[src/rtl/ssd1963_bus_writer.sv]
// ssd1963_bus_writer
//   Runs one 8080-style write cycle toward an SSD1963 for each single-cycle
//   Start_clkB pulse. The cycle has three phases:
//     - SETUP : CS#, D/C# and data are valid, WR# is high.
//     - STROBE: WR# is low.
//     - HOLD  : WR# is high, CS# and data are still held.
//   A one-cycle Done_clkB pulse follows the HOLD phase. Every output is
//   registered, so the pins reflect the FSM state one clock later.
//   Optional feature (macro SSD1963_BUS_READ_EN): adds read cycles. These use
//   lcd_rd_n in place of lcd_wr_n, tristate the data bus with lcd_d_oe, and
//   capture lcd_d_in into RdData_clkB.
// Ports:
//   clkB, rst_clkB            clock, synchronous active-high reset
//   Start_clkB                one-cycle request pulse
//   Cmd_clkB, Data_clkB       command flag / write data, sampled at Start
//   Active_clkB, Done_clkB    busy level / completion pulse
//   Overrun_clkB              sticky: Start seen while a cycle was running
//   lcd_cs_n, lcd_dc,
//   lcd_wr_n, lcd_rd_n, lcd_d LCD bus pins
//   (read build) Rd_clkB, lcd_d_in, lcd_d_oe, RdData_clkB
module ssd1963_bus_writer #(
   parameter int DW         = 16,
   parameter int SETUP_CYC  = 1,
   parameter int WR_LOW_CYC = 2,
   parameter int HOLD_CYC   = 1
) (
   input  logic          clkB,
   input  logic          rst_clkB,
   input  logic          Start_clkB,
   input  logic          Cmd_clkB,
   input  logic [DW-1:0] Data_clkB,
`ifdef SSD1963_BUS_READ_EN
   input  logic          Rd_clkB,
   input  logic [DW-1:0] lcd_d_in,
   output logic          lcd_d_oe,
   output logic [DW-1:0] RdData_clkB,
`endif
   output logic          Active_clkB,
   output logic          Done_clkB,
   output logic          Overrun_clkB,
   output logic          lcd_cs_n,
   output logic          lcd_dc,
   output logic          lcd_wr_n,
   output logic          lcd_rd_n,
   output logic [DW-1:0] lcd_d
);

   localparam int MAXP = (SETUP_CYC > WR_LOW_CYC) ?
                         ((SETUP_CYC > HOLD_CYC) ? SETUP_CYC : HOLD_CYC) :
                         ((WR_LOW_CYC > HOLD_CYC) ? WR_LOW_CYC : HOLD_CYC);
   localparam int CW = $clog2(MAXP) + 1;

   localparam logic [CW-1:0] SETUP_LD  = CW'(SETUP_CYC - 1);
   localparam logic [CW-1:0] STROBE_LD = CW'(WR_LOW_CYC - 1);
   localparam logic [CW-1:0] HOLD_LD   = CW'(HOLD_CYC - 1);

   typedef enum logic [1:0] {IDLE, SETUP, STROBE, HOLD} state_t;

   state_t          state_q, state_d;
   logic [CW-1:0]   cnt_q, cnt_d;
   logic            cmd_q;
   logic [DW-1:0]   data_q;
   logic            accept;
   logic            is_rd;

   assign accept = (state_q == IDLE) && Start_clkB;

   // State register
   always_ff @(posedge clkB) begin
      if (rst_clkB) begin
         state_q <= IDLE;
         cnt_q   <= '0;
      end else begin
         state_q <= state_d;
         cnt_q   <= cnt_d;
      end
   end

   // Next state: each phase counts down and moves on when the counter is 0
   always_comb begin
      state_d = state_q;
      cnt_d   = cnt_q;
      case (state_q)
         IDLE: begin
            if (Start_clkB) begin
               state_d = SETUP;
               cnt_d   = SETUP_LD;
            end
         end
         SETUP: begin
            if (cnt_q == '0) begin
               state_d = STROBE;
               cnt_d   = STROBE_LD;
            end else begin
               cnt_d = cnt_q - CW'(1);
            end
         end
         STROBE: begin
            if (cnt_q == '0) begin
               state_d = HOLD;
               cnt_d   = HOLD_LD;
            end else begin
               cnt_d = cnt_q - CW'(1);
            end
         end
         HOLD: begin
            if (cnt_q == '0) begin
               state_d = IDLE;
               cnt_d   = '0;
            end else begin
               cnt_d = cnt_q - CW'(1);
            end
         end
         default: begin
            state_d = IDLE;
            cnt_d   = '0;
         end
      endcase
   end

   // Request capture; upstream keeps Cmd/Data stable only around Start
   always_ff @(posedge clkB) begin
      if (rst_clkB) begin
         cmd_q  <= 1'b0;
         data_q <= '0;
      end else if (accept) begin
         cmd_q  <= Cmd_clkB;
         data_q <= Data_clkB;
      end
   end

`ifdef SSD1963_BUS_READ_EN
   logic rd_q;

   always_ff @(posedge clkB) begin
      if (rst_clkB)    rd_q <= 1'b0;
      else if (accept) rd_q <= Rd_clkB;
   end

   assign is_rd = rd_q;

   // The pin is low and about to rise: capture at the end of the strobe.
   // The oe term includes the Done cycle (Active still set), which gives a
   // one-cycle turnaround before the bus is driven again.
   always_ff @(posedge clkB) begin
      if (rst_clkB) begin
         lcd_rd_n    <= 1'b1;
         lcd_d_oe    <= 1'b1;
         RdData_clkB <= '0;
      end else begin
         lcd_rd_n <= !((state_q == STROBE) && rd_q);
         lcd_d_oe <= !(rd_q && ((state_q != IDLE) || Active_clkB));
         if (!lcd_rd_n && (state_q != STROBE))
            RdData_clkB <= lcd_d_in;
      end
   end
`else
   assign is_rd    = 1'b0;
   assign lcd_rd_n = 1'b1;
`endif

   // Registered pins, lagging the state by one clock.
   // dc and lcd_d keep their last values while idle.
   always_ff @(posedge clkB) begin
      if (rst_clkB) begin
         Active_clkB  <= 1'b0;
         Done_clkB    <= 1'b0;
         Overrun_clkB <= 1'b0;
         lcd_cs_n     <= 1'b1;
         lcd_wr_n     <= 1'b1;
         lcd_dc       <= 1'b1;
         lcd_d        <= '0;
      end else begin
         Active_clkB  <= (state_q != IDLE);
         // Active still set while the FSM is back in IDLE marks the final cycle
         Done_clkB    <= (state_q == IDLE) && Active_clkB;
         Overrun_clkB <= Overrun_clkB | (Start_clkB && (state_q != IDLE));
         lcd_cs_n     <= (state_q == IDLE);
         lcd_wr_n     <= !((state_q == STROBE) && !is_rd);
         if (state_q != IDLE) begin
            lcd_dc <= ~cmd_q;
            lcd_d  <= data_q;
         end
      end
   end

endmodule

[config.mk]
export PLATFORM = sky130hd
export DESIGN_NAME = ssd1963_bus_writer
export DESIGN_NICKNAME = d
export VERILOG_FILES = /design/src/rtl/ssd1963_bus_writer.sv
export SDC_FILE = /design/constraint.sdc
export NUM_CORES = 1
export LEC_CHECK = 0
export CORE_UTILIZATION = 51
export CTS_CLUSTER_SIZE = 12
export DETAILED_ROUTE_END_ITERATION = 10
export PLACE_DENSITY = 0.88
export SYNTH_ARGS = -nofsm -noshare
export SYNTH_HDL_FRONTEND = slang
export SYNTH_SLANG_ARGS = --single-unit
export TNS_END_PERCENT = 1
[constraint.sdc]
create_clock -name clkB -period 3.67 [get_ports clkB]
set_input_delay 0.9175 -clock clkB [delete_from_list [all_inputs] [get_ports clkB]]
set_output_delay 0.9175 -clock clkB [all_outputs]
set_load 0.005 [all_outputs]
=== Word-level counts from Yosys, hierarchy flattened ===
Index checks and enable logic that the tools add are counted.

* Add/subtract/negate cells: 1
* Equality and inequality tests: 7
* Muxes and demuxes: 9
* Bitwise operators: 2
* Reduce and logical (&&, ||, !) cells: 9

{| class="wikitable"
|+ Operator list
! cell !! number
|-
| 2-bit two-way mux || 7
|-
| 2-bit inequality test, second input constant || 4
|-
| 2-bit one-hot mux with 4 select lines || 1
|-
| 2-bit one-hot mux with 3 select lines || 1
|-
| 2-bit == test, second input constant || 2
|-
| 2-bit logical NOT || 2
|-
| 4-bit AND reduction || 1
|-
| 1-bit logical AND || 3
|-
| 2-bit by 1-bit == test with 1-bit output, second input constant || 1
|-
| 2-bit nonzero test || 1
|-
| 2-bit OR reduction || 1
|-
| 2-bit by 1-bit subtractor with 2-bit output, second input constant || 1
|-
| 1-bit logical NOT || 1
|-
| 1-bit NOT || 1
|-
| 1-bit bitwise OR || 1
|}

* Flip-flop bits (word level): 43
* Output and inout bits: 23
* Logic and storage cells: 39

=== Logic depth before layout (Yosys ltp) ===
Gate-level depths: netlist of run 1.

* Depth after elaboration: 3
* Depth in mapped cells: 8
* Mapped depth without buffers: 5

=== Worst setup path before layout of run 1 ===
OpenSTA, ideal clock, no wires.

* Path kind: in2reg
* Start: input port Start_clkB
* End: register cmd_q
* Library setup time: 0.132 ns
* Arrival: 1.423 ns
* Required time: 3.538 ns
* Path slack: 2.115 ns
* Cell stages on the path: 5
* Cells stage by stage: and2_1 -> buf_4 -> buf_6 -> nand2_1 -> a21oi_1

* Word-level cells in the longest chain between the ends: 1

{| class="wikitable"
|+ Ends and longest elaborated chain
! element !! line !! source
|-
| start, declared || 29 || <nowiki>input logic Start_clkB,</nowiki>
|-
| 1-bit logical AND || 66 || <nowiki>assign accept = (state_q == IDLE) && Start_clkB;</nowiki>
|-
| end signal, assigned || 127 || <nowiki>cmd_q <= Cmd_clkB;</nowiki>
|-
| end, declared || 61 || <nowiki>logic cmd_q;</nowiki>
|}

No other way between the ends.
A chain may end at the register's enable or synchronous reset.

=== Worst setup path in the final report of run 1 ===
* Start: register lcd_d[7]
* End: output port lcd_d[7]

{| class="wikitable"
|+ RTL lines
! element !! line !! source
|-
| start, declared || 45 || <nowiki>output logic [DW-1:0] lcd_d</nowiki>
|-
| start signal, assigned || 182 || <nowiki>lcd_d <= data_q;</nowiki>
|}

No word-level cell between the ends.

==> results of run 1 <==
[layout by cell type (no fill, tap or decap)]
| cell | n |
|---|---|
| sky130_fd_sc_hd__a21o_2 | 1 |
| sky130_fd_sc_hd__and2_1 | 1 |
| sky130_fd_sc_hd__clkbuf_4 | 5 |
| sky130_fd_sc_hd__clkdlybuf4s50_1 | 41 |
| sky130_fd_sc_hd__or2_2 | 1 |
| sky130_fd_sc_hd__dfxtp_1 | 43 |
| sky130_fd_sc_hd__nand2b_1 | 5 |
| sky130_fd_sc_hd__mux2i_1 | 16 |
| sky130_fd_sc_hd__nor2_1 | 20 |
| sky130_fd_sc_hd__ha_1 | 4 |
| sky130_fd_sc_hd__a211oi_1 | 1 |
| sky130_fd_sc_hd__clkbuf_8 | 2 |
| sky130_fd_sc_hd__a21oi_1 | 22 |
| sky130_fd_sc_hd__inv_1 | 4 |
| sky130_fd_sc_hd__o21ai_0 | 2 |
| sky130_fd_sc_hd__nand2_2 | 1 |
| sky130_fd_sc_hd__o32ai_4 | 1 |
| sky130_fd_sc_hd__o21a_1 | 1 |
| sky130_fd_sc_hd__nand3_1 | 1 |
| sky130_fd_sc_hd__o311ai_0 | 1 |
| sky130_fd_sc_hd__clkbuf_1 | 1 |
| sky130_fd_sc_hd__conb_1 | 1 |
| sky130_fd_sc_hd__nand2_1 | 35 |
| sky130_fd_sc_hd__buf_4 | 2 |
| sky130_fd_sc_hd__nand3b_1 | 1 |
[Yosys cell counts]
cell / number / area share
sky130_fd_sc_hd__dfxtp_1: 43 / 0.53
sky130_fd_sc_hd__nand2_1: 35 / 0.082
sky130_fd_sc_hd__a21oi_1: 22 / 0.068
sky130_fd_sc_hd__nor2_1: 20 / 0.047
sky130_fd_sc_hd__mux2i_1: 16 / 0.099
sky130_fd_sc_hd__buf_4: 5 / 0.023
sky130_fd_sc_hd__clkbuf_1: 5 / 0.012
sky130_fd_sc_hd__nand2b_1: 5 / 0.019
sky130_fd_sc_hd__ha_1: 4 / 0.031
sky130_fd_sc_hd__inv_1: 4 / 0.0093
sky130_fd_sc_hd__o21ai_0: 2 / 0.0062
sky130_fd_sc_hd__a211oi_1: 1 / 0.0047
sky130_fd_sc_hd__a21o_2: 1 / 0.0054
sky130_fd_sc_hd__and2_1: 1 / 0.0039
sky130_fd_sc_hd__buf_2: 1 / 0.0031
sky130_fd_sc_hd__buf_6: 1 / 0.0070
sky130_fd_sc_hd__conb_1: 1 / 0.0023
sky130_fd_sc_hd__nand2_2: 1 / 0.0039
sky130_fd_sc_hd__nand3_1: 1 / 0.0031
sky130_fd_sc_hd__nand3b_1: 1 / 0.0047
sky130_fd_sc_hd__o21a_1: 1 / 0.0047
sky130_fd_sc_hd__o311ai_0: 1 / 0.0054
sky130_fd_sc_hd__o32ai_4: 1 / 0.017
sky130_fd_sc_hd__or2_2: 1 / 0.0039
[metal layers]
layer / vias to the layer above / GRT usage
li1: 636 / -
met1: 556 / 0.196
met2: 31 / 0.314
met3: 4 / 0.0513
met4: 0 / 0.0646
met5: - / 0
[final cells by class]
class                           count  share of cell area
Multi-Input combinational cell    115               0.318
Inverter                            4             0.00719
Sequential cell                    43               0.412
Clock buffer                        8              0.0330
Timing Repair Buffer               43               0.204
Tap cell                           44              0.0264
[worst paths after layout]
path,endpoint,slack [ns],startpoint,depth (start not counted)
setup / recovery,lcd_d[7],1.55,lcd_d[7],1
setup reg to reg,data_q[14],1.71,state_q[1],5
hold / removal,Done_clkB,0.45,Active_clkB,2
hold reg to reg,Done_clkB,0.45,Active_clkB,2
[power breakdown]
group	internal (mW)	switching [mW]
registers	0.556	0.0457
clock network	0.113	0.136
logic	0.230	0.240
[registers in the layout, summed over array words and instances, names as in the netlist]
name	count
Active_clkB	1
Done_clkB	1
cnt_q	2
lcd_dc	1
state_q	2
cmd_q	1
data_q	16
lcd_d	16
Overrun_clkB	1
lcd_wr_n	1
lcd_cs_n	1
[worst register-to-register path, stage by stage, from the launching register on]
cell and delay [ns]:
sky130_fd_sc_hd__dfxtp_1 0.34, sky130_fd_sc_hd__inv_1 0.11, sky130_fd_sc_hd__ha_1 0.55, sky130_fd_sc_hd__and2_1 0.63, sky130_fd_sc_hd__nand2_1 0.14, sky130_fd_sc_hd__a21oi_1 0.14
[cell families (layout without fill, tap and decap cells)]
kind of cell             count (synthesis)  after routing  synth area share
other                                    1              1           0.00233
AND/OR/NAND/NOR                         65             65             0.167
multiplexers                            16             16            0.0994
adder cells (fa/ha/maj)                  4              4            0.0311
buffers and inverters                   16             55            0.0543
flip-flops                              43             43             0.534
AO/OA/AOI/OAI                           29             29             0.112
[stage by stage]
| stage | cell area, µm² | power (mW) | hold WS [ns] | cells | util |
|---|---|---|---|---|---|
| floorplan | 1610 | 0.956 | 0.434 | 174 | - |
| CTS | 2090 | 1.34 | 0.454 | 257 | 0.690 |
| global route | 2090 | 1.41 | 0.478 | 257 | 0.690 |
| detailed placement | 2020 | 1.09 | 0.436 | 249 | 0.667 |
| finish | 2090 | 1.32 | 0.448 | 257 | 0.690 |
| global placement | 2020 | 1.07 | 0.427 | 249 | 0.667 |
==> results by stage, run 1 <==
Run status:
- The flow ran to the end, and the final reports show no timing, DRC or antenna violations.

STA:
- Of the available clock period, the critical path in the final layout requires 0.578.
- After routing, the total negative slack on setup checks comes to 0 ns.
- In this run the tightest slew margin relative to its limit is 0.586.
- Setup repair after global routing left no endpoint under its margin.
- Clock skew on the completed layout was measured at 0.00680 ns.
- The total count of max-transition violations in the final report is 0.
- Setup violations remaining at the end of the flow were counted as 0.
- The worst path setup slack after routing is 1.55 ns.
- Timing would allow up to 471 MHz.
- The number of hold violations in the final report came to 0.
- The actual slew at the worst max-slew pin is 0.622 ns.
- The time the worst path needs with I/O delays and setup is 2.12 ns.

Floorplanning:
- The die covers 3390 µm².
- The top-level port count is 43.
- The floorplan step set the die height to 58.2 µm.
- Row generation in the floorplan step produced 20 rows.
- The horizontal extent of the die is 58.2 µm.
- In this run the standard cell core region covers 3030 µm².
- The initial utilization of the core area, before any placement, comes to 0.532.

Place:
- Routability-driven placement finished with a final weighted congestion of 0.719.
- Detailed placement ended at an HPWL of 1840 µm.
- The pre-CTS setup slack is 1.30 ns.
- The port buffer count is 41.

Final layout:
- The area added between synthesis and finish is 29.6%.
- Across the whole layout, storage elements account for 861 µm².
- The total of fill cells in the finished design is 254.
- The number of antenna repair diodes is 0.
- The share of cells above drive strength 1 is 0.0610.
- The number of nets in the layout is 236.
- The multi-input combinational cells in the finished layout cover a total of 663 µm².

Yosys:
- The number of nets in the synthesized netlist is 198.
- The count of yosys warnings during synthesis is 0.
- After technology mapping, the gate count stands at 174.
- The synthesized cell area is 1610 µm².
- After synthesis the netlist holds a flip-flop and latch count of 43.
- Dividing the synthesized area by the synthesized cell count gives 9.26 µm².
- The number of distinct library cells after synthesis is 24.
- For this run, the register share of the synthesized area comes to 0.534.

CTS:
- The maximum level of the CTS H-tree is 2.
- The number of sinks on the clock net is 43.
- TritonCTS built the clock tree.
- The number of clock buffers added by TritonCTS is 5.
- The later pin in the worst-skew pair is clocked with a latency of 0.34 ns.
- The number of setup buffers added after CTS is 0.
- The number of gates resized after cts is 0.
- The clock passes through at most 2 buffers.
- The buffer cell driving the clock tree root is sky130_fd_sc_hd__clkbuf_4.
- The hold buffer count at CTS is 0.
- The clock edge transition at the registers on the reported setup and hold paths is 0.12 ns.

Critical path:
- On the critical path the largest part of the delay comes from buffers and inverters.
- The critical path class is register to output port.
- Traced cell by cell, the critical path runs through clkdlybuf4s50_1.
- The maximum fanout along the worst path is 2.
- The buffers plus inverters on the worst setup path is 1.
- The critical path's slowest cell is sky130_fd_sc_hd__clkdlybuf4s50_1.
- The launching element type of the critical path is a register.
- The element type at the critical path end is an output port.
- The signal arrival time at the worst endpoint is 1.20 ns.
- The critical path required time is 2.75 ns.
- The largest single stage delay on the critical path is 0.50 ns.

Detailed routing:
- The total wire length after detailed routing is 2680 µm.
- The detailed router put a total of 1230 µm of wire on met1.
- For this run, the detailed router's first-pass iteration total came to 4.
- The post-route antenna net violation count is 0.
- The initial DRC count is 32.
- The number of vias after detailed routing is 1,227.
- Dividing the detail-routed wire length by the instance count gives 10.4 µm.
- The highest metal layer carrying signal wires in the routed design is met4.
- The via density per instance is 4.77.
- After detailed routing, the met3 layer carries 106 µm of wire.
- The detailed route wirelength on metal2 is 1310 µm.
- The remaining design rule violation count is 0.

Global routing:
- The number of antenna violations at the first check in global routing is 0.
- The global-route usage over all layers is 0.175.
- The first global-routing pass estimated 4550 µm of wire.
- For this run the aggregate overflow at the end of global routing stands at 0.
- The via count of the first global-routing pass was 1,119.
- The pin count of the biggest net entering global routing is 43.

Pwr:
- The power per standard cell area is 632 nW/µm².
- The worst-case IR drop observed on VDD is 368 µV.
- In this run the static leakage power is 0.852 nW.

Job:
- The count of max-cap constraint violations is 0.

Min path:
- The worst hold path belongs to the class register to register.
(Power assumes the default switching activity.)
==> run 2, diff against run 1 <==
Settings changed: CORE_UTILIZATION 51 to 42, PLACE_DENSITY 0.88 to 0.78.
Clock period 3.67 ns to 1.9 ns, I/O delays scaled along.
==> results by stage, run 2 (synthesis gave the netlist of run 1 again) <==
STA:
- After layout, the minimum clock period comes to 1.63 ns.
- The total count of max-transition violations in the final report is 0 (unchanged).
- Dividing the final minimum period by the clock period gives 0.859.
- The worst path setup slack after routing is 0.268 ns (-1.28 ns).
- Setup repair after global routing left no endpoint under its margin.
- The worst slack on hold paths is 0.448 ns (-0.000158 ns).
- The final count of negative-setup-slack endpoints is 0 (unchanged).
- The final clock skew is 0.00791 ns (+0.00111 ns).
- The number of hold violations in the final report was 0 (unchanged).
- Based on the critical path, the design can be clocked at up to 613 MHz.
- The sum of negative setup slack is 0 ns (unchanged).

CTS:
- The maximum level of the CTS H-tree is 2 (unchanged).
- The post-CTS setup-driven buffer insertion count is 0 (unchanged).
- The worst-skew pair later-pin latency was 0.30 ns (-0.04 ns).
- The number of gates resized after cts is 0 (unchanged).
- The buffer cell driving the clock tree root is sky130_fd_sc_hd__clkbuf_8.
- TritonCTS built the clock tree.
- The number of buffers created by CTS was 5 (unchanged).
- The hold buffer count at CTS is 0 (unchanged).
- The number of buffers on the longest clock path is 2 (unchanged).
- The number of sinks on the clock net was 43 (unchanged).
- The clock edge transition at the registers on the reported setup and hold paths came to 0.08 ns (-0.04 ns).

Final layout:
- The number of antenna repair diodes came to 0 (unchanged).
- The area added between synthesis and finish is 35.0%.
- The number of nets in the layout came to 240 (+1.7%).
- In the layout the commonest cells are sky130_fd_sc_hd__dfxtp_1, sky130_fd_sc_hd__clkdlybuf4s50_1, sky130_fd_sc_hd__nand2_1, sky130_fd_sc_hd__a21oi_1, sky130_fd_sc_hd__nor2_1.
- Leaving out fill and tap cells, the most frequent cell in the layout is sky130_fd_sc_hd__dfxtp_1.
- The share of cells above drive strength 1 is 0.0829 (+0.0219).
- The total of fill cells in the finished design is 333 (+31%).
- The core occupancy in the finished layout was 0.594 (-0.0953).
- The largest registers in the layout are data_q (16), lcd_d (16).
- The final cell count without fillers is 265 (+3.1%).
- The cell area after layout is 2180 µm² (+4.2%).

Critical path:
- The maximum fanout along the worst path is 2 (unchanged).
- The largest individual stage delay along the critical path comes from the cell sky130_fd_sc_hd__clkdlybuf4s50_1.
- The critical path required time is 1.42 ns (-1.33 ns).
- STA classifies the critical path startpoint as a register.
- The critical path class is register to output port.
- STA classifies the critical path endpoint as an output port.
- Traced cell by cell, the critical path runs through clkdlybuf4s50_1.
- The cell type group with the largest total delay on the critical path is buffers and inverters.
- The buffers plus inverters on the worst setup path came to 1 (unchanged).
- The signal arrival time at the worst endpoint is 1.16 ns (-0.04 ns).
- The largest incremental delay on the critical path is 0.50 ns (about the same).

Global routing:
- The number of antenna violations at the first check in global routing is 0 (unchanged).
- The via count of the first global-routing pass came to 1,107 (-1.1%).
- The global-route wire length before repair came to 5150 µm (+13%).
- The final global-route overflow total is 0 (unchanged).
- The pin count of the biggest net entering global routing is 22 (-49%).
- The global-route usage over all layers is 0.165 (-0.0107).

Detailed routing:
- The post-route antenna net violation count was 0 (unchanged).
- The iteration count of the initial detailed-routing pass came to 4 (unchanged).
- The final routed wire length divided by cell count is 11.6 µm (+12%).
- The initial DRC count is 90 (+180%).
- The remaining design rule violation count is 0 (unchanged).
- The total wire length after detailed routing came to 3080 µm (+15%).
- The number of vias after detailed routing is 1,248 (+1.7%).
- The via density per instance is 4.71 (-1.4%).

Pwr:
- The leakage power figure came to 0.895 nW (+5.0%).
- The peak ir drop on the vdd network came to 582 µV (+58%).
- The power per standard cell area is 1320 nW/µm² (+110%).
- The total power draw is 2.88 mW (+120%).

Place:
- The final RePlAce weighted congestion came to 0.760 (+5.7%).
- The pre-CTS setup slack is 0.247 ns (-1.05 ns).
- The total placed cells including tap cells is 257 (+3.2%).
- The port buffer count came to 41 (unchanged).
- The post-detailed-placement half-perimeter wirelength came to 2070 µm (+12%).
- The total placed instance area was 2050 µm² (+1.7%).

Floorplanning:
- The number of rows created at floorplan is 22 (+10%).
- The core box area came to 3660 µm² (+21%).
- The horizontal extent of the die is 63.9 µm (+9.9%).
- The initial cell density of the core was 0.440 (-0.0920).
- The vertical extent of the die is 63.9 µm (+9.9%).
- The die area is 4090 µm² (+21%).
- The top-level port count is 43 (unchanged).

Min path:
- The worst min-delay path category is register to register.

Run status:
- The flow ran to the end, and the final reports show no timing, DRC or antenna violations.

Job:
- The count of max-cap constraint violations was 0 (unchanged).
run 2: cell count changes in the layout (fill, tap and decap cells not counted), sizes merged:
cell | before | now
buf | 2 | 6
clkbuf | 8 | 6
bufinv | 0 | 1
inv | 4 | 5
run 2: where the power goes:
| group | total (mW) | switching (mW) | internal (mW) |
|---|---|---|---|
| logic | 0.963 | 0.486 | 0.477 |
| clock network | 0.745 | 0.313 | 0.432 |
| registers | 1.17 | 0.0943 | 1.07 |
| total | 2.88 | 0.893 | 1.98 |
run 2: path summary, 6_finish.rpt:
path	slack [ns]	start	cells past startpoint	end
max	0.27	lcd_d[9]	1	lcd_d[9]
min	0.45	Active_clkB	2	Done_clkB
max reg2reg	0.40	state_q[0]	5	state_q[0]
min reg2reg	0.45	Active_clkB	2	Done_clkB
run 2: final cells by class:
cell class              instances  area [µm²]  area share
clock buffers                   6        82.6      0.0380
repair buffers                 47         455       0.209
well taps                      48        60.1      0.0276
clock inverters                 2        38.8      0.0178
inverters                       4        15.0     0.00690
flip-flops and latches         43         861       0.396
multi-input cells             115         663       0.305
run 2: layer usage:
metal,GRT usage,part of all wire,vias up
met4,0.0852,0.020,0
met3,0.0429,0.046,9
met2,0.259,0.47,29
met5,0,0,-
met1,0.205,0.47,568
li1,-,-,642
==> run 3, diff against run 2 <==
Settings changed: CTS_CLUSTER_DIAMETER from default to 50.
==> results of run 3 <==
No change in the layout: final DEF, timing and power equal those of run 2.
